$ cat config.mk
export PLATFORM = sky130hd
export DESIGN_NAME = mod_mem_arbiter
export DESIGN_NICKNAME = d
export VERILOG_FILES = /design/src/rtl/mod_mem_arbiter_pkg.sv /design/src/rtl/mod_mem_arbiter_if.sv /design/src/rtl/mod_mem_arbiter_mux.sv /design/src/rtl/mod_mem_arbiter.sv
export SDC_FILE = /design/constraint.sdc
export NUM_CORES = 1
export LEC_CHECK = 0
export CORE_AREA = 2 2 105 107
export DETAILED_ROUTE_END_ITERATION = 16
export DIE_AREA = 0 0 107 109
export GPL_TIMING_DRIVEN = 0
export PLACE_DENSITY = 0.59
export SKIP_LAST_GASP = 1
export SYNTH_ARGS = -nofsm -noshare
export SYNTH_HDL_FRONTEND = slang
export SYNTH_SLANG_ARGS = --single-unit
$ cat constraint.sdc
create_clock -name clk_i -period 2.1 [get_ports clk_i]
set_clock_uncertainty 0.2 [all_clocks]
set_input_delay 0.525 -clock clk_i [delete_from_list [all_inputs] [get_ports clk_i]]
set_output_delay 0.525 -clock clk_i [all_outputs]
set_load 0.05 [all_outputs]
$ cat src/rtl/mod_mem_arbiter_pkg.sv
// Shared types for the two-client main-memory arbiter: default bus widths,
// FSM state and client encodings.
package mod_mem_arbiter_pkg;

  localparam int MEM_XLEN = 32;
  localparam int MEM_BE_W = 4;

  typedef enum logic [1:0] {
    IDLE       = 2'd0,
    GRANT_INST = 2'd1,
    GRANT_DATA = 2'd2
  } arb_state_e;

  typedef enum logic {
    INST = 1'b0,
    DATA = 1'b1
  } arb_client_e;

  function automatic arb_state_e grant_state(input arb_client_e client);
    return (client == DATA) ? GRANT_DATA : GRANT_INST;
  endfunction

endpackage

$ cat src/rtl/mod_mem_arbiter_if.sv
// Level-request memory bus used on both the client side and the memory side
// of the arbiter.
//
// Handshake: the master raises read and/or write together with address,
// writedata and byteenable, and holds them stable until the slave pulses
// operation_stb for one cycle. readdata is only meaningful in that strobe
// cycle. The master drops its request in the cycle after the strobe; dropping
// it earlier abandons the operation.
interface mod_mem_arbiter_if
  import mod_mem_arbiter_pkg::*;
#(
  parameter int XLEN = MEM_XLEN,
  parameter int BE_W = MEM_BE_W
);

  logic [XLEN-1:0] address;
  logic [XLEN-1:0] writedata;
  logic            read;
  logic            write;
  logic [BE_W-1:0] byteenable;
  logic [XLEN-1:0] readdata;
  logic            operation_stb;

  modport master (
    output address, writedata, read, write, byteenable,
    input  readdata, operation_stb
  );

  modport slave (
    input  address, writedata, read, write, byteenable,
    output readdata, operation_stb
  );

endinterface

$ cat src/rtl/mod_mem_arbiter_mux.sv
// Combinational routing for the arbiter: forwards the granted client's bus to
// memory and returns the memory strobe to that client only.
module mod_mem_arbiter_mux
  import mod_mem_arbiter_pkg::*;
(
  input  arb_state_e         state_i,
  mod_mem_arbiter_if.slave   inst_if,
  mod_mem_arbiter_if.slave   data_if,
  mod_mem_arbiter_if.master  mem_if
);

  always_comb begin
    mem_if.address        = '0;
    mem_if.writedata      = '0;
    mem_if.read           = 1'b0;
    mem_if.write          = 1'b0;
    mem_if.byteenable     = '0;
    inst_if.operation_stb = 1'b0;
    data_if.operation_stb = 1'b0;
    case (state_i)
      GRANT_INST: begin
        mem_if.address        = inst_if.address;
        mem_if.writedata      = inst_if.writedata;
        mem_if.read           = inst_if.read;
        mem_if.write          = inst_if.write;
        mem_if.byteenable     = inst_if.byteenable;
        inst_if.operation_stb = mem_if.operation_stb;
      end
      GRANT_DATA: begin
        mem_if.address        = data_if.address;
        mem_if.writedata      = data_if.writedata;
        mem_if.read           = data_if.read;
        mem_if.write          = data_if.write;
        mem_if.byteenable     = data_if.byteenable;
        data_if.operation_stb = mem_if.operation_stb;
      end
      default: ;
    endcase
  end

  // Read data is broadcast; only the routed strobe marks it valid.
  assign inst_if.readdata = mem_if.readdata;
  assign data_if.readdata = mem_if.readdata;

endmodule

$ cat src/rtl/mod_mem_arbiter.sv
// Two-client main-memory arbiter (I-cache / D-cache). Holds a grant until
// memory completes or the client abandons. Define MEM_ARBITER_ROUND_ROBIN_EN
// for round-robin tie breaking; the default is fixed data-over-instruction.
module mod_mem_arbiter
  import mod_mem_arbiter_pkg::*;
#(
  parameter int XLEN             = MEM_XLEN,
  parameter int BYTEENABLE_WIDTH = MEM_BE_W
) (
  input  logic                        clk_i,
  input  logic                        rst_i,
  input  logic [XLEN-1:0]             inst_address_i,
  input  logic                        inst_read_i,
  output logic [XLEN-1:0]             inst_readdata_o,
  output logic                        inst_operation_stb_o,
  input  logic [XLEN-1:0]             data_address_i,
  input  logic [XLEN-1:0]             data_writedata_i,
  input  logic                        data_read_i,
  input  logic                        data_write_i,
  input  logic [BYTEENABLE_WIDTH-1:0] data_byteenable_i,
  output logic [XLEN-1:0]             data_readdata_o,
  output logic                        data_operation_stb_o,
  input  logic [XLEN-1:0]             memory_readdata_i,
  input  logic                        memory_operation_stb_i,
  output logic [XLEN-1:0]             memory_address_o,
  output logic [XLEN-1:0]             memory_writedata_o,
  output logic                        memory_read_o,
  output logic                        memory_write_o,
  output logic [BYTEENABLE_WIDTH-1:0] memory_byteenable_o
);

  mod_mem_arbiter_if #(.XLEN(XLEN), .BE_W(BYTEENABLE_WIDTH)) inst_bus ();
  mod_mem_arbiter_if #(.XLEN(XLEN), .BE_W(BYTEENABLE_WIDTH)) data_bus ();
  mod_mem_arbiter_if #(.XLEN(XLEN), .BE_W(BYTEENABLE_WIDTH)) mem_bus ();

  // The I-cache only reads: present it as a full-word read-only client.
  assign inst_bus.address    = inst_address_i;
  assign inst_bus.writedata  = '0;
  assign inst_bus.read       = inst_read_i;
  assign inst_bus.write      = 1'b0;
  assign inst_bus.byteenable = '1;
  assign inst_readdata_o      = inst_bus.readdata;
  assign inst_operation_stb_o = inst_bus.operation_stb;

  assign data_bus.address    = data_address_i;
  assign data_bus.writedata  = data_writedata_i;
  assign data_bus.read       = data_read_i;
  assign data_bus.write      = data_write_i;
  assign data_bus.byteenable = data_byteenable_i;
  assign data_readdata_o      = data_bus.readdata;
  assign data_operation_stb_o = data_bus.operation_stb;

  assign mem_bus.readdata      = memory_readdata_i;
  assign mem_bus.operation_stb = memory_operation_stb_i;
  assign memory_address_o    = mem_bus.address;
  assign memory_writedata_o  = mem_bus.writedata;
  assign memory_read_o       = mem_bus.read;
  assign memory_write_o      = mem_bus.write;
  assign memory_byteenable_o = mem_bus.byteenable;

  logic        req_inst;
  logic        req_data;
  arb_client_e winner;
  arb_state_e  state_q;

  assign req_inst = inst_read_i;
  assign req_data = data_read_i | data_write_i;

`ifdef MEM_ARBITER_ROUND_ROBIN_EN
  arb_client_e last_grant_q;

  // On a tie the client that was not served last wins.
  always_comb begin
    winner = req_data ? DATA : INST;
    if (req_inst && req_data) begin
      winner = (last_grant_q == INST) ? DATA : INST;
    end
  end
`else
  always_comb begin
    winner = req_data ? DATA : INST;
  end
`endif

  always_ff @(posedge clk_i) begin
    if (rst_i) begin
      state_q <= IDLE;
`ifdef MEM_ARBITER_ROUND_ROBIN_EN
      last_grant_q <= INST;
`endif
    end else begin
      case (state_q)
        IDLE: begin
          if (req_inst || req_data) begin
            state_q <= grant_state(winner);
          end
        end
        GRANT_INST: begin
          // Completion and abandonment both release the port.
          if (!req_inst || memory_operation_stb_i) begin
            state_q <= IDLE;
`ifdef MEM_ARBITER_ROUND_ROBIN_EN
            last_grant_q <= INST;
`endif
          end
        end
        GRANT_DATA: begin
          if (!req_data || memory_operation_stb_i) begin
            state_q <= IDLE;
`ifdef MEM_ARBITER_ROUND_ROBIN_EN
            last_grant_q <= DATA;
`endif
          end
        end
        default: state_q <= IDLE;
      endcase
    end
  end

  mod_mem_arbiter_mux u_mux (
    .state_i (state_q),
    .inst_if (inst_bus.slave),
    .data_if (data_bus.slave),
    .mem_if  (mem_bus.master)
  );

endmodule

==> results.txt <==
----------------------------------------------------
[Clock network]
  TritonCTS clock tree ... yes
  Number of H-tree branching levels ... 1
  Inserted Clock Buffers ... 3
  Sinks on the clock net ... 2
  Max Buffers Root-to-Sink ... 2
  Clock network latency to the later pin of the worst-skew pair ... 0.21 ns
  Root buffer selected by CTS ... clkbuf_8
  Clock-pin slew of the registers on the worst-case setup and hold paths ... 0.03 ns

[Final layout]
  Final net count ... 610
  Top Registers ... state_q (2)
  Register containing the most flip-flops in the final layout ... state_q
  # fillers ... 1,037
  Commonest non-fill, non-tap cell in the layout ... clkdlybuf4s50_1
  Layout cell share with drive strength beyond 1 ... 54.7%
  Post-synthesis to final-layout area growth ... 234%
  Footprint of the multi-input gates ... 0.00127 mm2
  Inserted Diodes ... 0
  Number of flip-flops in the largest register ... 2
  Sequential cell area ... 47.5 um2
  Commonest cells after routing, fill and taps aside ... clkdlybuf4s50_1, buf_4, dlygate4sd2_1, buf_6, a22oi_2

[Placed design]
  Final HPWL DP ... 7.09 mm
  Global placement routability congestion ... 0.783
  Port Buffers ... 241

[Global route]
  Met3 Use GR ... 4.54%
  Busiest grt layer ... met2
  Total global routing overflow ... 0
  Total routing usage reported by global routing ... 13.1%
  Vias in the first global route ... 2,438
  Met2 Track Usage GR ... 25.9%
  Pin count of the biggest net entering global routing ... 11
  Antenna violations before repair ... 0
  Global-route wire length before repair ... 12.2 mm
  Global routing usage on met1 ... 13.1%

[Min path]
  Min-delay src ... state_q[1]
  Class of the most critical hold timing path ... register to register
  Worst hold path depth ... 1
  Worst Hold End ... state_q[1]

[STA]
  Sum of negative setup slack ... -3.60 ns
  Worst slew pin tran ... 0.520 ns
  Setup repair after global routing missed its margin ... true
  Fraction of the cycle the final worst path needs ... 105%
  Number of hold-slack violations in the final timing report ... 0
  Slew HR ... 65.5%
  Number of pins exceeding their max-slew limit in the final report ... 0
  Post-layout worst setup margin ... -0.103 ns
  Period minus WS final ... 2.20 ns
  Setup-violating endpoint count in the final report ... 49
  Worst hold slack ... 0.377 ns
  Maximum clock frequency ... 0.454 GHz

[Critical path]
  FF-to-FF setup slack ... 0.33 ns
  Kind of capture point of the worst setup path ... primary output
  Library cell contributing the largest single delay on the critical path ... dfxtp_4
  Count of buffering cells on the critical path with inverters included ... 4
  Required @ worst endpoint ... 1.37 ns
  Worst Path Arrival ... 1.48 ns
  Destination of the worst register-to-register timing path ... state_q[0]
  Cell type group with the largest total delay on the critical path ... buffers and inverters
  Critical Path Most Common Cell ... buf_12
  Worst path cell trace ... inv_4 > ha_4 > buf_12 > buf_12 > a22oi_2 > nor2b_4 > buf_8
  R2r worst-path depth ... 8
  Slowest cell delay on critical path ... 0.38 ns
  Worst-path maximum fanout ... 7
  Launch instance of the worst register-to-register path ... state_q[1]
  Critical path class ... register to primary output
  Category of the worst setup path launch point ... register

[Synth]
  Count of distinct cell types in the synthesized netlist ... 21
  Total nets after synthesis ... 351
  Cell area after synthesis ... 0.00145 mm2
  Yosys warnings ... 0
  Avg Synthesized Cell Area ... 6.92 um2
  Sequential element share of the synthesized area ... 2.77%
  Cell count after synthesis ... 209
  Number of flip-flops and latches in the synthesized netlist ... 2

[Drt]
  Total via count after detailed routing ... 2,383
  Drt total wl ... 8.78 mm
  Length of the first detailed-routing pass in iterations ... 4
  Via-to-Cell Ratio ... 3.93
  Mean routed wirelength per cell ... 14.5 um
  Post-DRT Antenna Nets ... 0
  Initial detailed-routing violation count ... 62
  DRC viols ... 0

[Die]
  Top-level port count ... 274
  Die X-Extent ... 107 um
  Starting density of the core ... 13.6%
  Die outline height ... 109 um
  Die Outline Area ... 0.0117 mm2
  Placeable Area ... 0.0106 mm2
  Std-Cell Rows ... 38

[Power]
  P per Cell Area ... 489 mW/mm2
  Leakage power summed over all cells ... 0.00210 uW
  Peak ir drop on the vdd network ... 0.191 mV

[Outcome]
  Violations in the final reports ... setup timing
  Status ... finished with violations

[Job]
  # Max-Cap Violations ... 0

----------------------------------------------------
[cells in the mapped netlist]
master    number  area share, %
and2_1        35             15
clkbuf_1       8            2.1
dfxtp_1        2            2.8
a221oi_2       1            1.0
nor3_1         1           0.35
a32o_1         1           0.69
ha_1           4            3.5
buf_2          6            2.1
nand2_1        3           0.78
a21boi_0       1           0.52
a21o_1         1           0.52
o21ai_1        1           0.35
nand3b_1       1           0.52
inv_1          4            1.0
a22oi_1       32             17
buf_4         65             34
a21oi_1        4            1.4
o211ai_1       1           0.52
nor2_1         1           0.26
o221ai_1       1           0.61
nor2b_1       36             16
[what timing repair did]
action                                  CTS  global route
hold buffers                              0             0
gates resized for setup                 648            40
pin swaps                                 7             8
gates cloned                              1             2
setup buffers                             4             7
endpoints found under the setup margin  136            68
[layer usage]
metal / share of wire [%] / up-vias
met3: 9.9 / 10
met5: 0 / -
met4: 1.1 / 0
met1: 33 / 1084
li1: - / 1149
met2: 56 / 140
[report_power, final]
group / switching (uW) / internal (uW)
clock network: 29.9 / 121
logic: 1150 / 1010
registers: 11.5 / 44.4
[layout make-up]
class                           instances  area share, %
Sequential cell                         2          0.984
Buffer                                 78           14.3
Clock buffer                            3          0.854
Tap cell                              140           3.63
Inverter                                4          0.518
Timing Repair Buffer                  255           53.3
Multi-Input combinational cell        124           26.4
[how the worst max path moves through the flow]
stage                                   to  startpoint  slack, ns  cells after the start
global placement    memory_byteenable_o[0]  state_q[1]      -1.05                      5
floorplan             memory_address_o[16]  state_q[1]      -0.13                      4
CTS                   memory_address_o[20]  state_q[1]      -0.11                      7
finish                memory_address_o[19]  state_q[1]      -0.10                      7
detailed placement  memory_byteenable_o[0]  state_q[1]      -1.04                      5
global route          memory_address_o[21]  state_q[1]      -0.16                      7
[worst register-to-register path, delay by kind of cell, from the launching register on]
| kind | cells | cell delay, ns |
|---|---|---|
| buffers and inverters | 4 | 0.48 |
| adders and majority gates | 1 | 0.16 |
| AOI/OAI and AO/OA | 2 | 0.42 |
| DFF | 1 | 0.36 |
| and+or+nand+nor | 1 | 0.05 |
[cells by family after synthesis]
logic type,count (synthesis),synth area share [%]
AND/OR/NAND/NOR,77,32.6
adder cells (fa/ha/maj),4,3.46
AO/OA/AOI/OAI,43,22.2
flip-flops,2,2.77
buffers and inverters,83,38.9
[through the flow]
| stage | instances | util (%) | total power [uW] | area, um2 | setup WS, ns |
|---|---|---|---|---|---|
| after floorplan | 209 | - | 1210 | 1600 | -0.132 |
| after global placement | 590 | 39.5 | 1850 | 4190 | -1.05 |
| after detailed placement | 590 | 39.5 | 1850 | 4190 | -1.04 |
| after CTS | 597 | 43.1 | 2240 | 4570 | -0.112 |
| after global routing | 606 | 45.6 | 2470 | 4830 | -0.159 |
| final | 606 | 45.6 | 2360 | 4830 | -0.103 |
Power figures use the tool's default switching activity.
